`src/rtl/if_stage_pkg.sv`:
```
// ============================================================================
// Module   : if_stage_pkg
// Brief    : Shared constants and the fetch-entry type for the fetch stage.
// Revision : 1.0 - initial release
// ============================================================================
`default_nettype none

package if_stage_pkg;

  localparam logic [31:0] c_reset_pc     = 32'h1c00_0000;
  localparam logic [31:0] c_nop_inst     = 32'h0340_0000;
  localparam logic        c_reset_active = 1'b1;

  typedef struct packed {
    logic        excp;
    logic [31:0] pc;
    logic [31:0] inst;
  } fetch_entry_t;

endpackage

`default_nettype wire

```
`src/rtl/if_stage_fifo.sv`:
```
// ============================================================================
// Module   : fetch_fifo
// Brief    : Synchronous FIFO of fetch entries with single-cycle flush.
// Revision : 1.0 - initial release
// ============================================================================
`default_nettype none

module fetch_fifo #(
  parameter int BUF_DEPTH = 2,
  parameter int ENTRY_W   = 65
) (
  input  logic                         clk,
  input  logic                         reset,
  input  logic                         push,
  input  logic [ENTRY_W-1:0]           push_data,
  input  logic                         pop,
  input  logic                         flush,
  output logic [$clog2(BUF_DEPTH):0]   count,
  output logic [ENTRY_W-1:0]           head
);

  localparam int c_ptr_w = $clog2(BUF_DEPTH);

  logic [ENTRY_W-1:0] r_mem [BUF_DEPTH];
  logic [c_ptr_w-1:0] r_wr_ptr;
  logic [c_ptr_w-1:0] r_rd_ptr;
  logic [c_ptr_w:0]   r_count;

  assign count = r_count;
  assign head  = r_mem[r_rd_ptr];

  // Pointers wrap naturally because the depth is a power of two.
  always_ff @(posedge clk) begin
    if (reset) begin
      r_wr_ptr <= '0;
      r_rd_ptr <= '0;
      r_count  <= '0;
      for (int i = 0; i < BUF_DEPTH; i++) begin
        r_mem[i] <= '0;
      end
    end else if (flush) begin
      r_wr_ptr <= '0;
      r_rd_ptr <= '0;
      r_count  <= '0;
    end else begin
      if (push) begin
        r_mem[r_wr_ptr] <= push_data;
        r_wr_ptr        <= r_wr_ptr + c_ptr_w'(1);
      end
      if (pop) begin
        r_rd_ptr <= r_rd_ptr + c_ptr_w'(1);
      end
      case ({push, pop})
        2'b10:   r_count <= r_count + (c_ptr_w + 1)'(1);
        2'b01:   r_count <= r_count - (c_ptr_w + 1)'(1);
        default: r_count <= r_count;
      endcase
    end
  end

endmodule

`default_nettype wire

```
`src/rtl/if_stage.sv`:
```
// ============================================================================
// Module   : if_stage
// Brief    : Instruction fetch: PC, inst SRAM requests, buffered {Inst, PC}
//            output. Optional macro IF_ALIGN_CHECK_EN adds misaligned-fetch
//            exception entries and the fetch_excp output.
// Revision : 1.0 - initial release
// ============================================================================
`default_nettype none

module if_stage
  import if_stage_pkg::*;
#(
  parameter logic [31:0] RESET_PC  = c_reset_pc,
  parameter int          BUF_DEPTH = 2
) (
  input  logic        clk,
  input  logic        reset,
  output logic        inst_sram_en,
  output logic [31:0] inst_sram_addr,
  input  logic [31:0] inst_sram_rdata,
  input  logic        redirect_valid,
  input  logic [31:0] redirect_pc,
  output logic [31:0] Inst,
  output logic [31:0] PC,
  output logic        right_valid,
`ifdef IF_ALIGN_CHECK_EN
  output logic        fetch_excp,
`endif
  input  logic        right_ready
);

  localparam int c_cnt_w = $clog2(BUF_DEPTH) + 1;
`ifdef IF_ALIGN_CHECK_EN
  localparam int c_entry_w = $bits(fetch_entry_t);
`else
  localparam int c_entry_w = 64;
`endif

  logic                 w_rst;
  logic [31:0]          r_fetch_pc;
  logic [31:0]          r_req_pc;
  logic                 r_inflight;
  logic [c_cnt_w-1:0]   w_count;
  logic [c_entry_w-1:0] w_push_data;
  logic [c_entry_w-1:0] w_head_data;
  logic                 w_fire;
  logic                 w_push;
  logic                 w_issue;
  logic                 w_slot_ok;
  logic [c_cnt_w:0]     w_occupancy;
  logic [c_cnt_w:0]     w_capacity;

  assign w_rst       = (reset == c_reset_active);
  assign right_valid = (w_count != '0);
  assign w_fire      = right_valid & right_ready;

  // A slot is free when queued + in-flight entries, less the head leaving now, fit.
  assign w_occupancy = {1'b0, w_count} + {{c_cnt_w{1'b0}}, r_inflight};
  assign w_capacity  = (c_cnt_w + 1)'(BUF_DEPTH) + {{c_cnt_w{1'b0}}, w_fire};
  assign w_slot_ok   = ~w_rst & ~redirect_valid & (w_occupancy < w_capacity);

`ifdef IF_ALIGN_CHECK_EN
  logic         r_excp_stall;
  logic         w_misaligned;
  logic         w_excp_push;
  fetch_entry_t w_push_entry;
  fetch_entry_t w_head_entry;

  // A misaligned PC only arrives by redirect, so nothing is in flight then.
  assign w_misaligned = (r_fetch_pc[1:0] != 2'b00);
  assign w_issue      = w_slot_ok & ~w_misaligned & ~r_excp_stall;
  assign w_excp_push  = w_slot_ok & w_misaligned & ~r_excp_stall;
  assign w_push       = (r_inflight & ~redirect_valid) | w_excp_push;

  always_comb begin
    w_push_entry = '0;
    if (r_inflight) begin
      w_push_entry.pc   = r_req_pc;
      w_push_entry.inst = inst_sram_rdata;
    end else begin
      w_push_entry.excp = 1'b1;
      w_push_entry.pc   = r_fetch_pc;
      w_push_entry.inst = c_nop_inst;
    end
  end

  assign w_push_data  = w_push_entry;
  assign w_head_entry = w_head_data;
  assign Inst         = w_head_entry.inst;
  assign PC           = w_head_entry.pc;
  assign fetch_excp   = w_head_entry.excp;

  always_ff @(posedge clk) begin
    if (w_rst) begin
      r_excp_stall <= 1'b0;
    end else if (redirect_valid) begin
      r_excp_stall <= 1'b0;
    end else if (w_excp_push) begin
      r_excp_stall <= 1'b1;
    end
  end
`else
  assign w_issue     = w_slot_ok;
  assign w_push      = r_inflight & ~redirect_valid;
  assign w_push_data = {r_req_pc, inst_sram_rdata};
  assign PC          = w_head_data[63:32];
  assign Inst        = w_head_data[31:0];
`endif

  assign inst_sram_en   = w_issue;
  assign inst_sram_addr = r_fetch_pc;

  always_ff @(posedge clk) begin
    if (w_rst) begin
      r_fetch_pc <= RESET_PC;
      r_req_pc   <= RESET_PC;
      r_inflight <= 1'b0;
    end else begin
      r_inflight <= w_issue;
      if (redirect_valid) begin
        r_fetch_pc <= redirect_pc;
      end else if (w_issue) begin
        r_req_pc   <= r_fetch_pc;
        r_fetch_pc <= r_fetch_pc + 32'd4;
      end
    end
  end

  fetch_fifo #(
    .BUF_DEPTH (BUF_DEPTH),
    .ENTRY_W   (c_entry_w)
  ) u_fetch_fifo (
    .clk       (clk),
    .reset     (w_rst),
    .push      (w_push),
    .push_data (w_push_data),
    .pop       (w_fire),
    .flush     (redirect_valid),
    .count     (w_count),
    .head      (w_head_data)
  );

endmodule

`default_nettype wire

```
`config.mk`:
```
export PLATFORM = sky130hd
export DESIGN_NAME = if_stage
export DESIGN_NICKNAME = d
export VERILOG_FILES = /design/src/rtl/if_stage_pkg.sv /design/src/rtl/if_stage_fifo.sv /design/src/rtl/if_stage.sv
export SDC_FILE = /design/constraint.sdc
export NUM_CORES = 1
export LEC_CHECK = 0
export ABC_AREA = 1
export CAP_MARGIN = 20
export CORE_AREA = 4 4 179 181
export CTS_CLUSTER_SIZE = 14
export DETAILED_ROUTE_END_ITERATION = 10
export DIE_AREA = 0 0 183 185
export GPL_TIMING_DRIVEN = 0
export PLACE_DENSITY = 0.54
export SLEW_MARGIN = 0
export SYNTH_ARGS = -nofsm -noshare
export SYNTH_HDL_FRONTEND = slang
export SYNTH_SLANG_ARGS = --single-unit
```
`constraint.sdc`:
```
create_clock -name clk -period 6.8 [get_ports clk]
set_clock_uncertainty 0.05 [all_clocks]
set_input_delay 1.02 -clock clk [delete_from_list [all_inputs] [get_ports clk]]
set_output_delay 1.02 -clock clk [all_outputs]
set_load 0.02 [all_outputs]
```
**Yosys cells after proc, flatten, opt, wreduce, memory -nomap -nowiden**

Memory sizes are Yosys's and may differ from the RTL's. A register that Yosys moved wholly into a read port is not among the register bits.
Index checks and enable logic that the tools add are counted.

- Bits in writable memories: 128
- Output and inout port bits: 98
- Bits in latches: 0
- Memory bits (read-only): 0
- Flip-flop bits (word level): 69
- Memories kept: 1

- Multipliers: 0
- Equality and inequality tests: 2
- Multiplexer cells: 14
- Bitwise logic cells: 6
- $add $sub $neg: 7
- Magnitude comparators: 1
- Shift-type cells: 0
- Div/mod/pow operators: 0
- Reductions and logical operators: 6

Memories:

| memory | words | bits a word | read ports | clocked after memory_dff | wr ports | RTL line | RTL |
|---|---|---|---|---|---|---|---|
| u_fetch_fifo.r_mem | 2 | 64 | 1 | 1 | 2 | if_stage_fifo.sv:24 | `logic [ENTRY_W-1:0] r_mem [BUF_DEPTH];` |

Operators with widths:

| kind | number |
|---|---|
| $mux W32 | 2 |
| $mux W64 | 1 |
| $reduce_or A64 Y1 | 1 |
| $add A32 B3 Y32 const B | 1 |
| $mux W1 | 10 |
| $reduce_bool A2 Y1 | 3 |
| $and A1 B1 Y1 | 4 |
| $pmux W2 S2 | 1 |
| $add A2 B1 Y3 | 1 |
| $add A2 B1 Y3 const A | 1 |
| $lt A3 B3 Y1 | 1 |
| $add A1 B1 Y1 const B | 2 |
| $add A2 B1 Y2 const B | 1 |
| $eq A2 B1 Y1 const B | 1 |
| $eq A2 B2 Y1 const B | 1 |
| $not A1 Y1 | 2 |
| $reduce_and A2 Y1 | 1 |
| $reduce_or A2 Y1 | 1 |
| $sub A2 B1 Y2 const B | 1 |

**Longest topological paths before layout**

- Depth in word-level cells: 8
- Gate-level depth with buffers: 12
- Gate-level depth less buffers: 11

**Cells and area by module**

A second synthesis with hierarchy kept.

- Cells, all modules: 944
- Area total of the unflattened synthesis: 9136.3 um^2

Modules (own cells, without submodules):

| module | area each (um^2) | times used | cells an instance |
|---|---|---|---|
| fetch_fifo | 5720.5 | 1 | 438 |
| if_stage | 3415.8 | 1 | 506 |

**Worst setup path after synthesis**

Ideal clock, no wire load.

- Kind: input port to flip-flop
- Start: input port redirect_valid
- End: memory u_fetch_fifo.r_mem[1][0] (netlist bit) (enable)
- Stages: 8
- Data required time: 6326 ps
- Path slack: 3130 ps
- Data arrival time: 3196 ps
- Path through: buf_2 inv_4 nand2_1 inv_1 nand3_1 buf_2 buf_2 nand2_1

RTL lines:

| element | RTL line | RTL |
|---|---|---|
| start, declared | if_stage.sv:21 | `input logic redirect_valid,` |
| end, declared | if_stage_fifo.sv:24 |  |

**Worst setup path after layout**

- Start: input port right_ready
- End: output port inst_sram_en

- Longest elaborated chain between the ends: 4

Ends and longest elaborated chain:

| element | RTL line | RTL |
|---|---|---|
| start, declared | if_stage.sv:29 | `input logic right_ready` |
| $and A1 B1 Y1 | if_stage.sv:55 | `assign w_fire = right_valid & right_ready;` |
| $add A2 B1 Y3 | if_stage.sv:59 | `assign w_capacity = (c_cnt_w + 1)'(BUF_DEPTH) + {{c_cnt_w{1'b0}}, w_fire};` |
| $lt A3 B3 Y1 | if_stage.sv:60 | `assign w_slot_ok = ~w_rst & ~redirect_valid & (w_occupancy < w_capacity);` |
| $and A1 B1 Y1 | if_stage.sv:60 |  |
| end, declared | if_stage.sv:18 | `output logic inst_sram_en,` |

No other way between the ends.

==> run summary <==
Ys flop type: edfxtp_1
Cell mode on critical path: clkdlybuf4s50_1
P_leak: 4.60 nW
Seq/Total Area, Yosys: 0.580
Crit path max fanout: 10
Critical Path AT: 2.87 ns
Peak VDD IR: 0.168 mV
Yosys warns: 0
Buf/Inv on CP: 5
Post-synthesis async set-or-reset flop share: 0
Leading area contributor after synthesis: edfxtp_1
Clk slew on worst S/H paths: 0.06 ns
First-pass GRT wire length: 38000 um
Final Critical Period: 3.94 ns
Ports: 166
Cells after Synth: 929
Vias per cell: 4.47
Crit path required time: 5.73 ns
Vias in the first global route: 6816
IO buf count: 163
ANT nets after route: 0
Die height: 185 um
Design area: 11800 sq um
Startpoint Class: input port
Clock Latency Late Sink: 0.43 ns
Critical path type: input port to output port
Final Setup Violations: 0
CP Capture Type: output port
Slowest CP cell: clkdlybuf4s50_1
Placed Area: 11200 sq um
Post-synth EDFFs: 128
R2R Setup Slk: 4.84 ns
CP max stage delay: 0.63 ns
Global route overflow: 0
Max Cap Violations: 0
CTS max path bufs: 2
Drt drc: 0
Ranking of synthesized cells by area: edfxtp_1 (43%), dfxtp_1 (15%), mux2_2 (8.0%), nor2_1 (7.6%), nand2_1 (4.9%)
Most frequent cells in the layout: nor2_1 (184), clkdlybuf4s50_1 (163), edfxtp_1 (128)
Antenna violations before repair: 0
Top-area cell type share of the netlist area: 0.425
Final GP Congestion: 0.892
Worst R2R Start: r_inflight
Via count: 6806
Die Width: 183 um
CTS sink cnt: 198
Max Clk Rate: 0.254 GHz
Layout cell share with drive strength beyond 1: 0.149
Storage element area: 5250 sq um
Fill cells: 3031
Largest net degree at the start of global routing: 61
Clock buffer count from CTS: 17
DR pass1 iterations: 7
Setup TNS: 0 ns
Commonest non-fill, non-tap cell in the layout: nor2_1
Reg2reg end: u_fetch_fifo.r_mem[1][24]
CP startpoint: right_ready
Max Slew Vio Count: 0
Worst-Margin Slew: 0.674 ns
CTS resizes: 0
Final HPWL DP: 17600 um
Syn avg cell area: 9.73 sq um
Global Route Usage Sum: 0.144
Area of the multi-input gates: 3140 sq um
Worst path cell trace: clkdlybuf4s50_1 > nand3_1 > nand2_1 > nand2_4 > buf_6 > clkinv_2 > buf_4 > clkdlybuf4s50_1
Area grow syn2layout: 30.5%
Setup crit end: inst_sram_en
Synth Cell Area: 9040 sq um
Final hold vios: 0
Period utilization: 0.579
Layout Nets: 1185
FF-to-FF path depth: 7
Delay-heaviest family, CP: buffers and inverters
Hold-fix buffers, CTS: 0
Violation count after the first detailed-route iteration: 466
Yosys reg bits: 198
Hold crit path type: register to register
Core Rows: 64
Cell Pwr Density: 226 nW/um^2
N_diodes: 0
Unrepaired setup endpoints after global routing: no
Synth Net Count: 1001
Full die area: 33900 sq um
Post-synth cell types: 40
Initial Util: 0.297
CTS tree: yes
Max-slew headroom: 0.551
Post CTS Setup Buffer Count: 0
Worst path depth: 8
Status: completed
Hold wc startpoint: u_fetch_fifo.r_rd_ptr
Core ar.: 30400 sq um
H-tree Lvls: 4
Routed WL: 24300 um
Clk root buf: clkbuf_16
WL/cell: 16.0 um
Hold Worst Slack: 0.411 ns
-- flip-flops by register name (all words and copies together) (netlist names), named ones only --
signal / flops
u_fetch_fifo.r_mem: 128
inst_sram_addr: 32
r_req_pc: 32
u_fetch_fifo.count: 2
r_inflight: 1
u_fetch_fifo.r_rd_ptr: 1
u_fetch_fifo.r_wr_ptr: 1
-- cell families (layout without fill, tap and decap cells) --
family	Yosys count	count (layout)	share of synthesized area
buffers and inverters	159	356	0.0743
multiplexers	64	64	0.0797
adder cells (fa/ha/maj)	4	4	0.00554
AO/OA/AOI/OAI	113	113	0.0704
flip-flops	198	198	0.580
AND/OR/NAND/NOR	381	381	0.180
XOR/XNOR	10	10	0.00969
-- layer usage --
metal	share of wire	GRT usage	vias up
li1	-	-	3433
met1	0.48	0.202	3155
met2	0.45	0.230	203
met3	0.055	0.0326	15
met4	0.0078	0.0304	0
met5	0	0	-
-- worst min path at each step --
stage / end / depth (start not counted)
after floorplan: register / 1
after global placement: u_fetch_fifo.r_rd_ptr / 1
after detailed placement: u_fetch_fifo.r_rd_ptr / 1
after CTS: u_fetch_fifo.r_rd_ptr / 1
after global routing: register / 1
final: u_fetch_fifo.r_rd_ptr / 1
-- report_power, final --
part / internal, mW / switching (mW)
sequential: 1.34 / 0.0360
clock: 0.509 / 0.459
combinational: 0.149 / 0.182
-- area by class of cell --
cell class | count | share of cell area
buffer | 47 | 0.0208
clock inverter | 11 | 0.00753
inverter | 112 | 0.0362
sequential | 198 | 0.444
clock buffer | 21 | 0.0400
timing repair buffer | 165 | 0.143
tap | 396 | 0.0420
multi-input combinational | 572 | 0.266
-- per-stage QoR --
| step | total power, mW | util | instances | setup slack (ns) |
|---|---|---|---|---|
| 2_1_floorplan | 1.56 | - | 929 | 3.13 |
| 3_3_place_gp | 1.73 | 0.367 | 1488 | 1.78 |
| 3_5_place_dp | 1.73 | 0.369 | 1490 | 2.83 |
| 4_1_cts | 2.71 | 0.388 | 1522 | 2.83 |
| 5_1_grt | 2.79 | 0.388 | 1522 | 2.77 |
| 6_report | 2.67 | 0.388 | 1522 | 2.86 |
-- cell usage after synthesis, types with 4 or more instances --
cell / number
a21oi_1: 48
a31oi_1: 8
buf_2: 28
buf_6: 4
clkbuf_1: 13
dfxtp_1: 70
edfxtp_1: 128
ha_1: 4
inv_1: 105
inv_2: 4
mux2_2: 64
nand2_1: 117
nand2_2: 5
nand3_1: 48
nand4_1: 5
nor2_1: 184
nor2_2: 7
o211ai_2: 4
o21ai_0: 35
o21ai_1: 10
xor2_1: 7
Note: power is estimated with default switching activity, not from simulation.
